`config.mk`:
```
export PLATFORM = sky130hd
export DESIGN_NAME = alu_seq
export DESIGN_NICKNAME = d
export VERILOG_FILES = /design/src/rtl/alu_seq_pkg.sv /design/src/rtl/alu_seq_decode.sv /design/src/rtl/alu_seq.sv
export SDC_FILE = /design/constraint.sdc
export NUM_CORES = 1
export LEC_CHECK = 0
export ABC_CLOCK_PERIOD_IN_PS = 1500
export BUFFER_PORTS_ARGS = -buffer_cell sky130_fd_sc_hd__buf_2
export CORE_MARGIN = 3
export CORE_UTILIZATION = 44
export CTS_CLUSTER_DIAMETER = 80
export CTS_CLUSTER_SIZE = 25
export DETAILED_ROUTE_END_ITERATION = 8
export PLACE_DENSITY = 0.86
export SYNTH_ARGS = -nofsm -noshare
export SYNTH_HDL_FRONTEND = slang
export SYNTH_HIERARCHICAL = 1
export SYNTH_SLANG_ARGS = --single-unit
```
`constraint.sdc`:
```
create_clock -name clk -period 1.5 [get_ports clk]
set_input_delay 0.075 -clock clk [delete_from_list [all_inputs] [get_ports clk]]
set_output_delay 0.075 -clock clk [all_outputs]
set_load 0.05 [all_outputs]
```
`src/rtl/alu_seq_pkg.sv`:
```
// alu_seq_pkg: shared constants and types for the ALU issue sequencer.
// Holds the ALU code map, the opcode map, FSM/branch enums and operand
// extension helpers used by alu_seq and alu_seq_decode.
package alu_seq_pkg;

  localparam int unsigned DATA_W = 32;
  localparam int unsigned IMM_W  = 16;
  localparam int unsigned CNT_W  = 4;

  // ALU function codes driven onto the ALU opcode input
  localparam logic [4:0] ALU_ADD  = 5'd0;
  localparam logic [4:0] ALU_SUB  = 5'd1;
  localparam logic [4:0] ALU_PAS1 = 5'd2;
  localparam logic [4:0] ALU_MUL  = 5'd3;
  localparam logic [4:0] ALU_DIV  = 5'd4;
  localparam logic [4:0] ALU_PAS2 = 5'd5;
  localparam logic [4:0] ALU_LE   = 5'd6;
  localparam logic [4:0] ALU_GE   = 5'd7;

  // Request opcodes; everything above OP_STORE is illegal
  localparam logic [5:0] OP_ADD   = 6'h00;
  localparam logic [5:0] OP_SUB   = 6'h01;
  localparam logic [5:0] OP_MOV   = 6'h02;
  localparam logic [5:0] OP_MUL   = 6'h03;
  localparam logic [5:0] OP_DIV   = 6'h04;
  localparam logic [5:0] OP_LOADI = 6'h05;
  localparam logic [5:0] OP_SLT   = 6'h06;
  localparam logic [5:0] OP_SGT   = 6'h07;
  localparam logic [5:0] OP_BEQ   = 6'h08;
  localparam logic [5:0] OP_BNE   = 6'h09;
  localparam logic [5:0] OP_ADDI  = 6'h0A;
  localparam logic [5:0] OP_SUBI  = 6'h0B;
  localparam logic [5:0] OP_LOAD  = 6'h0C;
  localparam logic [5:0] OP_STORE = 6'h0D;

  typedef enum logic [1:0] {
    IDLE = 2'd0,
    EXEC = 2'd1,
    RESP = 2'd2
  } state_e;

  typedef enum logic [1:0] {
    BR_NONE = 2'd0,
    BR_EQ   = 2'd1,
    BR_NE   = 2'd2
  } branch_e;

  function automatic logic [DATA_W-1:0] sext_imm(input logic [IMM_W-1:0] imm);
    return {{(DATA_W-IMM_W){imm[IMM_W-1]}}, imm};
  endfunction

  function automatic logic [DATA_W-1:0] zext_imm(input logic [IMM_W-1:0] imm);
    return {{(DATA_W-IMM_W){1'b0}}, imm};
  endfunction

endpackage

```
`src/rtl/alu_seq_decode.sv`:
```
// alu_seq_decode: combinational opcode decode for the ALU sequencer.
// Maps a request opcode to the ALU code, operand selection, multicycle flag,
// branch type and illegal flag.
// Optional macro ALU_SEQ_DIVZ_TRAP_EN: when defined, DIV with a zero divisor
// is reported illegal instead of being issued.
module alu_seq_decode
  import alu_seq_pkg::*;
(
  input  logic [5:0]        op_i,
  input  logic [DATA_W-1:0] a_i,
  input  logic [DATA_W-1:0] b_i,
  input  logic [IMM_W-1:0]  imm_i,
  output logic [4:0]        alu_code_o,
  output logic [DATA_W-1:0] data1_o,
  output logic [DATA_W-1:0] data2_o,
  output logic              multicycle_o,
  output branch_e           branch_o,
  output logic              illegal_o
);

  // Opcode table: every output gets a default, then per-op overrides
  always_comb begin
    alu_code_o   = ALU_ADD;
    data1_o      = a_i;
    data2_o      = b_i;
    multicycle_o = 1'b0;
    branch_o     = BR_NONE;
    illegal_o    = 1'b0;
    case (op_i)
      OP_ADD:   alu_code_o = ALU_ADD;
      OP_SUB:   alu_code_o = ALU_SUB;
      OP_MOV:   alu_code_o = ALU_PAS1;
      OP_MUL: begin
        alu_code_o   = ALU_MUL;
        multicycle_o = 1'b1;
      end
      OP_DIV: begin
        alu_code_o   = ALU_DIV;
        multicycle_o = 1'b1;
`ifdef ALU_SEQ_DIVZ_TRAP_EN
        illegal_o    = (b_i == '0);
`endif
      end
      OP_LOADI: begin
        alu_code_o = ALU_PAS2;
        data2_o    = zext_imm(imm_i);
      end
      OP_SLT:   alu_code_o = ALU_LE;
      OP_SGT:   alu_code_o = ALU_GE;
      OP_BEQ: begin
        alu_code_o = ALU_SUB;
        branch_o   = BR_EQ;
      end
      OP_BNE: begin
        alu_code_o = ALU_SUB;
        branch_o   = BR_NE;
      end
      OP_ADDI, OP_LOAD, OP_STORE: begin
        alu_code_o = ALU_ADD;
        data2_o    = sext_imm(imm_i);
      end
      OP_SUBI: begin
        alu_code_o = ALU_SUB;
        data2_o    = sext_imm(imm_i);
      end
      default:  illegal_o = 1'b1;
    endcase
  end

endmodule

```
`src/rtl/alu_seq.sv`:
```
// alu_seq: issue sequencer for the external combinational ALU.
// Accepts one request (valid/ready), drives registered ALU inputs for the
// op's latency (MULDIV_CYCLES for MUL/DIV, which are multicycle paths),
// captures the result and returns it through a valid/ready response.
// Optional macro ALU_SEQ_DIVZ_TRAP_EN (handled in alu_seq_decode) traps
// DIV by zero as an illegal op.
module alu_seq
  import alu_seq_pkg::*;
#(
  parameter int unsigned MULDIV_CYCLES = 4
) (
  input  logic        clk,
  input  logic        rst_n,
  input  logic        req_valid,
  output logic        req_ready,
  input  logic [5:0]  req_op,
  input  logic [31:0] req_a,
  input  logic [31:0] req_b,
  input  logic [15:0] req_imm,
  output logic [4:0]  alu_code,
  output logic [31:0] alu_data1,
  output logic [31:0] alu_data2,
  input  logic [31:0] alu_result,
  input  logic        alu_zero,
  output logic        rsp_valid,
  input  logic        rsp_ready,
  output logic [31:0] rsp_result,
  output logic        rsp_branch_taken,
  output logic        rsp_illegal
);

  // Counter preload so EXEC lasts exactly MULDIV_CYCLES cycles for MUL/DIV
  localparam logic [CNT_W-1:0] CNT_MC = CNT_W'(MULDIV_CYCLES - 1);

  logic [4:0]        dec_code;
  logic [DATA_W-1:0] dec_data1;
  logic [DATA_W-1:0] dec_data2;
  logic              dec_mc;
  branch_e           dec_branch;
  logic              dec_illegal;

  state_e            state_q,  state_d;
  logic [CNT_W-1:0]  cnt_q,    cnt_d;
  branch_e           branch_q, branch_d;
  logic [4:0]        code_q,   code_d;
  logic [DATA_W-1:0] data1_q,  data1_d;
  logic [DATA_W-1:0] data2_q,  data2_d;
  logic [DATA_W-1:0] result_q, result_d;
  logic              taken_q,  taken_d;
  logic              illegal_q, illegal_d;

  alu_seq_decode u_decode (
    .op_i         (req_op),
    .a_i          (req_a),
    .b_i          (req_b),
    .imm_i        (req_imm),
    .alu_code_o   (dec_code),
    .data1_o      (dec_data1),
    .data2_o      (dec_data2),
    .multicycle_o (dec_mc),
    .branch_o     (dec_branch),
    .illegal_o    (dec_illegal)
  );

  // Next-state logic: accept in IDLE, count down in EXEC, hand off in RESP
  always_comb begin
    state_d   = state_q;
    cnt_d     = cnt_q;
    branch_d  = branch_q;
    code_d    = code_q;
    data1_d   = data1_q;
    data2_d   = data2_q;
    result_d  = result_q;
    taken_d   = taken_q;
    illegal_d = illegal_q;
    case (state_q)
      IDLE: begin
        if (req_valid) begin
          if (dec_illegal) begin
            // Illegal ops never reach the ALU; its inputs keep old values
            result_d  = '0;
            taken_d   = 1'b0;
            illegal_d = 1'b1;
            state_d   = RESP;
          end else begin
            code_d   = dec_code;
            data1_d  = dec_data1;
            data2_d  = dec_data2;
            branch_d = dec_branch;
            cnt_d    = dec_mc ? CNT_MC : '0;
            state_d  = EXEC;
          end
        end
      end
      EXEC: begin
        if (cnt_q == '0) begin
          result_d  = alu_result;
          illegal_d = 1'b0;
          case (branch_q)
            BR_EQ:   taken_d = alu_zero;
            BR_NE:   taken_d = !alu_zero;
            default: taken_d = 1'b0;
          endcase
          state_d = RESP;
        end else begin
          cnt_d = cnt_q - 1'b1;
        end
      end
      RESP: begin
        if (rsp_ready) state_d = IDLE;
      end
      default: state_d = IDLE;
    endcase
  end

  // State and output registers; async reset abandons any op in flight
  always_ff @(posedge clk or negedge rst_n) begin
    if (!rst_n) begin
      state_q   <= IDLE;
      cnt_q     <= '0;
      branch_q  <= BR_NONE;
      code_q    <= '0;
      data1_q   <= '0;
      data2_q   <= '0;
      result_q  <= '0;
      taken_q   <= 1'b0;
      illegal_q <= 1'b0;
    end else begin
      state_q   <= state_d;
      cnt_q     <= cnt_d;
      branch_q  <= branch_d;
      code_q    <= code_d;
      data1_q   <= data1_d;
      data2_q   <= data2_d;
      result_q  <= result_d;
      taken_q   <= taken_d;
      illegal_q <= illegal_d;
    end
  end

  assign req_ready        = (state_q == IDLE);
  assign rsp_valid        = (state_q == RESP);
  assign alu_code         = code_q;
  assign alu_data1        = data1_q;
  assign alu_data2        = data2_q;
  assign rsp_result       = result_q;
  assign rsp_branch_taken = taken_q;
  assign rsp_illegal      = illegal_q;

endmodule

```
==> results.md <==
| Metric | Reported |
| --- | --- |
| Proportion of layout cells with a drive suffix above 1 | 0.510 |
| Total power | 17.2 mW |
| # port buffers | 227 |
| Capture point of the worst reg-to-reg path | alu_data2[11] |
| Worst hold path endpoint | state_q[1] |
| Beginning of the worst register-to-register path | state_q[1] |
| Die ar. | 14500 sq um |
| Average vias per placed instance | 5.44 |
| Clock root buffer | sky130_fd_sc_hd__clkbuf_16 |
| Final design area excluding fillers | 8670 sq um |
| Height of the die | 121 um |
| Sink Count | 111 |
| Number of slew-limit violations in the final report | 0 |
| Worst-case headroom to the max-slew limit | 0.185 |
| Total wirelength of the detailed-routed design | 18600 um |
| Area of the core | 12700 sq um |
| Transition time of the tightest slew-check pin | 1.22 ns |
| Kind of capture point of the worst setup path | register |
| Sequential area share after synthesis | 0.481 |
| Flop pwr share | 0.286 |
| Power density over the cells | 1990 nW/um^2 |
| Number of warnings reported in the yosys synthesis log | 6 |
| Violated checks | negative setup slack |
| Final Worst Setup Slack | -0.100 ns |
| Mapped Avg Cell Area | 10.5 sq um |
| Endpoint arrival time on the critical path | 1.83 ns |
| Area growth, synth to finish | 50.2% |
| Clock Power Share | 0.137 |
| Count of routing violations after the opening detailed-route iteration | 353 |
| Number of global-route vias before repair | 5647 |
| Global-route usage over all layers | 0.240 |
| Fillers | 957 |
| Last weighted congestion value of the routability-driven placer | 0.800 |
| Total net switching power | 8.34 mW |
| Fin Hold WS | 0.00146 ns |
| First-pass GRT wire length | 28100 um |
| Post-route fraction of the period consumed by the critical path | 1.07 |
| Number of CTS-inserted buffers | 9 |
| Comb pwr share | 0.577 |
| Top Ports | 228 |
| EDFF count, synth | 0 |
| Depth of the CTS H-tree | 3 |
| Run status | finished, violations left |
| Startpoint type of the worst setup path | register |
| Logic depth of the worst register-to-register path | 5 |
| Number of failing setup endpoints in the final timing report | 102 |
| Clock-pin slew reported for the worst setup and hold paths after clock tree synthesis | 0.07 ns |
| Pin count of the biggest net entering global routing | 39 |
| Source-to-sink clock delay at the later pin of the worst-skew pair | 0.34 ns |
| Share of synthesized registers carrying an async set or reset | 1.00 |
| Setup repair after global routing missed its margin | yes |
| Crit Path Max Fanout | 4 |
| Min-Delay Path Depth | 3 |
| Fin Setup TNS | -6.09 ns |
| CP required | 1.73 ns |
| Static leakage | 4.20 nW |
| WL/cell | 18.4 um |
| Antenna violations before repair | 1 |
| Maximum number of buffers from clock root to sink | 2 |
| Switching fraction of total power | 0.484 |
| R2r setup slk | -0.10 ns |
| Number of max-cap violations | 0 |
| Fmax | 0.625 GHz |
| Clock tree from TritonCTS | built |
| Total vias in the final route | 5498 |
| Final worst path period need | 1.60 ns |
| Post-Syn Instances | 547 |
| Worst supply voltage drop on vdd | 1.52 mV |
| Initial core utilization | 0.453 |
| Register bit count reported by yosys | 111 |
| Top flip-flop cell by instance count after synthesis | sky130_fd_sc_hd__dfrtp_1 |
| Worst clock skew on the final layout | 0.00388 ns |
| Post-place instance area | 7030 sq um |
| Overall overflow remaining after global route | 0 |
| Length of the first detailed-routing pass in iterations | 5 |
| Total area of multi-input combinational cells | 2810 sq um |
| Final Hold Violating Endpoints | 0 |
| Remaining antenna violation count | 0 |
| HPWL Detailed | 10800 um |
| Hold path start | rsp_ready |
| Register cell area after layout | 2780 sq um |
| Number of different library cells in the post-synthesis netlist | 46 |
| Area of the mapped netlist | 5770 sq um |
| DIE WIDTH | 121 um |
| Internal Dissipation | 8.89 mW |
| Number of design rule violations left after detail routing | 0 |
| Type of the setup path with the least slack | reg2reg |
| Number of placement rows | 41 |
| Path category of the worst min-delay check | in2reg |
| Final-stage net count | 959 |
-- cells by family after synthesis --
| group | Yosys count | share of synthesized area |
|---|---|---|
| AOI/OAI and AO/OA | 131 | 0.149 |
| and+or+nand+nor | 129 | 0.117 |
| DFF | 111 | 0.481 |
| buffers and inverters | 100 | 0.105 |
| muxes | 72 | 0.141 |
| adders and majority gates | 2 | 0.00434 |
| other | 1 | 0.000650 |
| xor gates and xnor gates | 1 | 0.00152 |
-- synth_stat cells, types with 3 or more instances --
cell,number,share of area
sky130_fd_sc_hd__o21ai_1,6,0.0052
sky130_fd_sc_hd__nor2b_1,4,0.0043
sky130_fd_sc_hd__dfrtp_1,111,0.48
sky130_fd_sc_hd__nor2_1,4,0.0026
sky130_fd_sc_hd__clkbuf_1,20,0.013
sky130_fd_sc_hd__a31o_1,14,0.021
sky130_fd_sc_hd__nand3_1,33,0.029
sky130_fd_sc_hd__nor3b_1,3,0.0039
sky130_fd_sc_hd__nand2_1,50,0.033
sky130_fd_sc_hd__mux2_2,71,0.14
sky130_fd_sc_hd__inv_1,21,0.014
sky130_fd_sc_hd__nor4_1,3,0.0033
sky130_fd_sc_hd__and2_1,3,0.0033
sky130_fd_sc_hd__nand2b_1,18,0.020
sky130_fd_sc_hd__o211ai_1,3,0.0039
sky130_fd_sc_hd__a22oi_1,16,0.021
sky130_fd_sc_hd__o21ai_0,62,0.054
sky130_fd_sc_hd__buf_2,12,0.010
sky130_fd_sc_hd__o221ai_1,16,0.024
sky130_fd_sc_hd__buf_4,34,0.044
sky130_fd_sc_hd__and3b_1,3,0.0046
sky130_fd_sc_hd__a21oi_1,3,0.0026
sky130_fd_sc_hd__buf_6,10,0.020
-- cells in the final DEF (no fill, tap or decap), types with 3 or more instances in the layout --
master,count
sky130_fd_sc_hd__dlygate4sd3_1,65
sky130_fd_sc_hd__o21ai_2,27
sky130_fd_sc_hd__nand3_1,30
sky130_fd_sc_hd__buf_12,10
sky130_fd_sc_hd__dfrtp_1,111
sky130_fd_sc_hd__o21ai_0,33
sky130_fd_sc_hd__nand2b_1,18
sky130_fd_sc_hd__inv_1,19
sky130_fd_sc_hd__nand2_1,49
sky130_fd_sc_hd__mux2_4,48
sky130_fd_sc_hd__o221ai_1,16
sky130_fd_sc_hd__nor4_1,3
sky130_fd_sc_hd__buf_4,37
sky130_fd_sc_hd__buf_2,224
sky130_fd_sc_hd__nor3b_1,3
sky130_fd_sc_hd__and3b_1,3
sky130_fd_sc_hd__o211ai_1,3
sky130_fd_sc_hd__buf_6,7
sky130_fd_sc_hd__a22oi_1,16
sky130_fd_sc_hd__mux2_2,24
sky130_fd_sc_hd__and2_4,6
sky130_fd_sc_hd__nand3_2,3
sky130_fd_sc_hd__o21ai_1,8
sky130_fd_sc_hd__a31o_1,14
sky130_fd_sc_hd__clkbuf_16,14
-- final cells by class --
cell class                      instances  area share
Clock inverter                          5     0.00678
Multi-Input combinational cell        341       0.324
Timing Repair Buffer                  350       0.288
Antenna cell                            1    0.000289
Inverter                               21     0.00909
Sequential cell                       111       0.320
Tap cell                              172      0.0248
Clock buffer                           10      0.0264
-- state kept, by name (all words and copies together) (netlist names), 2 cells and up --
signal and count:
cnt_q 4, alu_data1 32, branch_q 2, alu_data2 32, alu_code 5, state_q 2, rsp_result 32
-- power groups by stage --
stage | logic (mW) | clock network [mW] | registers [mW]
3_3_place_gp | 8.26 | 0 | 4.84
2_1_floorplan | 2.19 | 0 | 8.85
3_5_place_dp | 8.38 | 0 | 4.89
5_1_grt | 10.4 | 2.56 | 5.06
6_report | 9.95 | 2.36 | 4.92
4_1_cts | 9.22 | 2.44 | 4.88
-- through the flow --
stage / instances / util / worst slack (ns)
detailed placement: 912 / 0.553 / -0.203
global route: 1011 / 0.681 / -0.175
CTS: 1005 / 0.655 / -0.0987
floorplan: 548 / - / -0.161
global placement: 912 / 0.553 / -0.197
finish: 1011 / 0.681 / -0.100
-- critical path: stages, from the launching register on --
cell and delay, ns:
sky130_fd_sc_hd__dfrtp_1 0.41, sky130_fd_sc_hd__nor4b_4 0.32, sky130_fd_sc_hd__buf_6 0.18, sky130_fd_sc_hd__buf_12 0.13
sky130_fd_sc_hd__clkbuf_16 0.14, sky130_fd_sc_hd__mux2_4 0.29
-- worst max-delay path by stage --
stage	start	endpoint	slack, ns	cells past startpoint
after global placement	cnt_q[1]	state_q[1]	-0.20	7
after detailed placement	cnt_q[1]	state_q[1]	-0.20	7
after CTS	state_q[1]	alu_code[3]	-0.1	5
after floorplan	req_op[4]	alu_code[0]	-0.16	8
final	state_q[1]	alu_data2[11]	-0.10	5
after global routing	cnt_q[1]	rsp_result[6]	-0.18	7
-- routing by layer --
metal / up-vias / wire, um / track usage
met2: 275 / 9280 / 0.409
met5: - / 0 / 0
met3: 69 / 1110 / 0.0482
met1: 2673 / 7230 / 0.282
met4: 0 / 967 / 0.140
li1: 2481 / - / -
-- timing repair --
| action | in CTS | in global routing |
|---|---|---|
| endpoints found under the setup margin | 110 | 113 |
| resized for setup | 59 | 85 |
| setup buffers | 7 | 1 |
| pin swaps | 5 | 35 |
| endpoints found under the hold margin | 161 | 0 |
| hold buffers | 65 | 0 |
| gates cloned | 6 | 5 |
(Power assumes the default switching activity.)
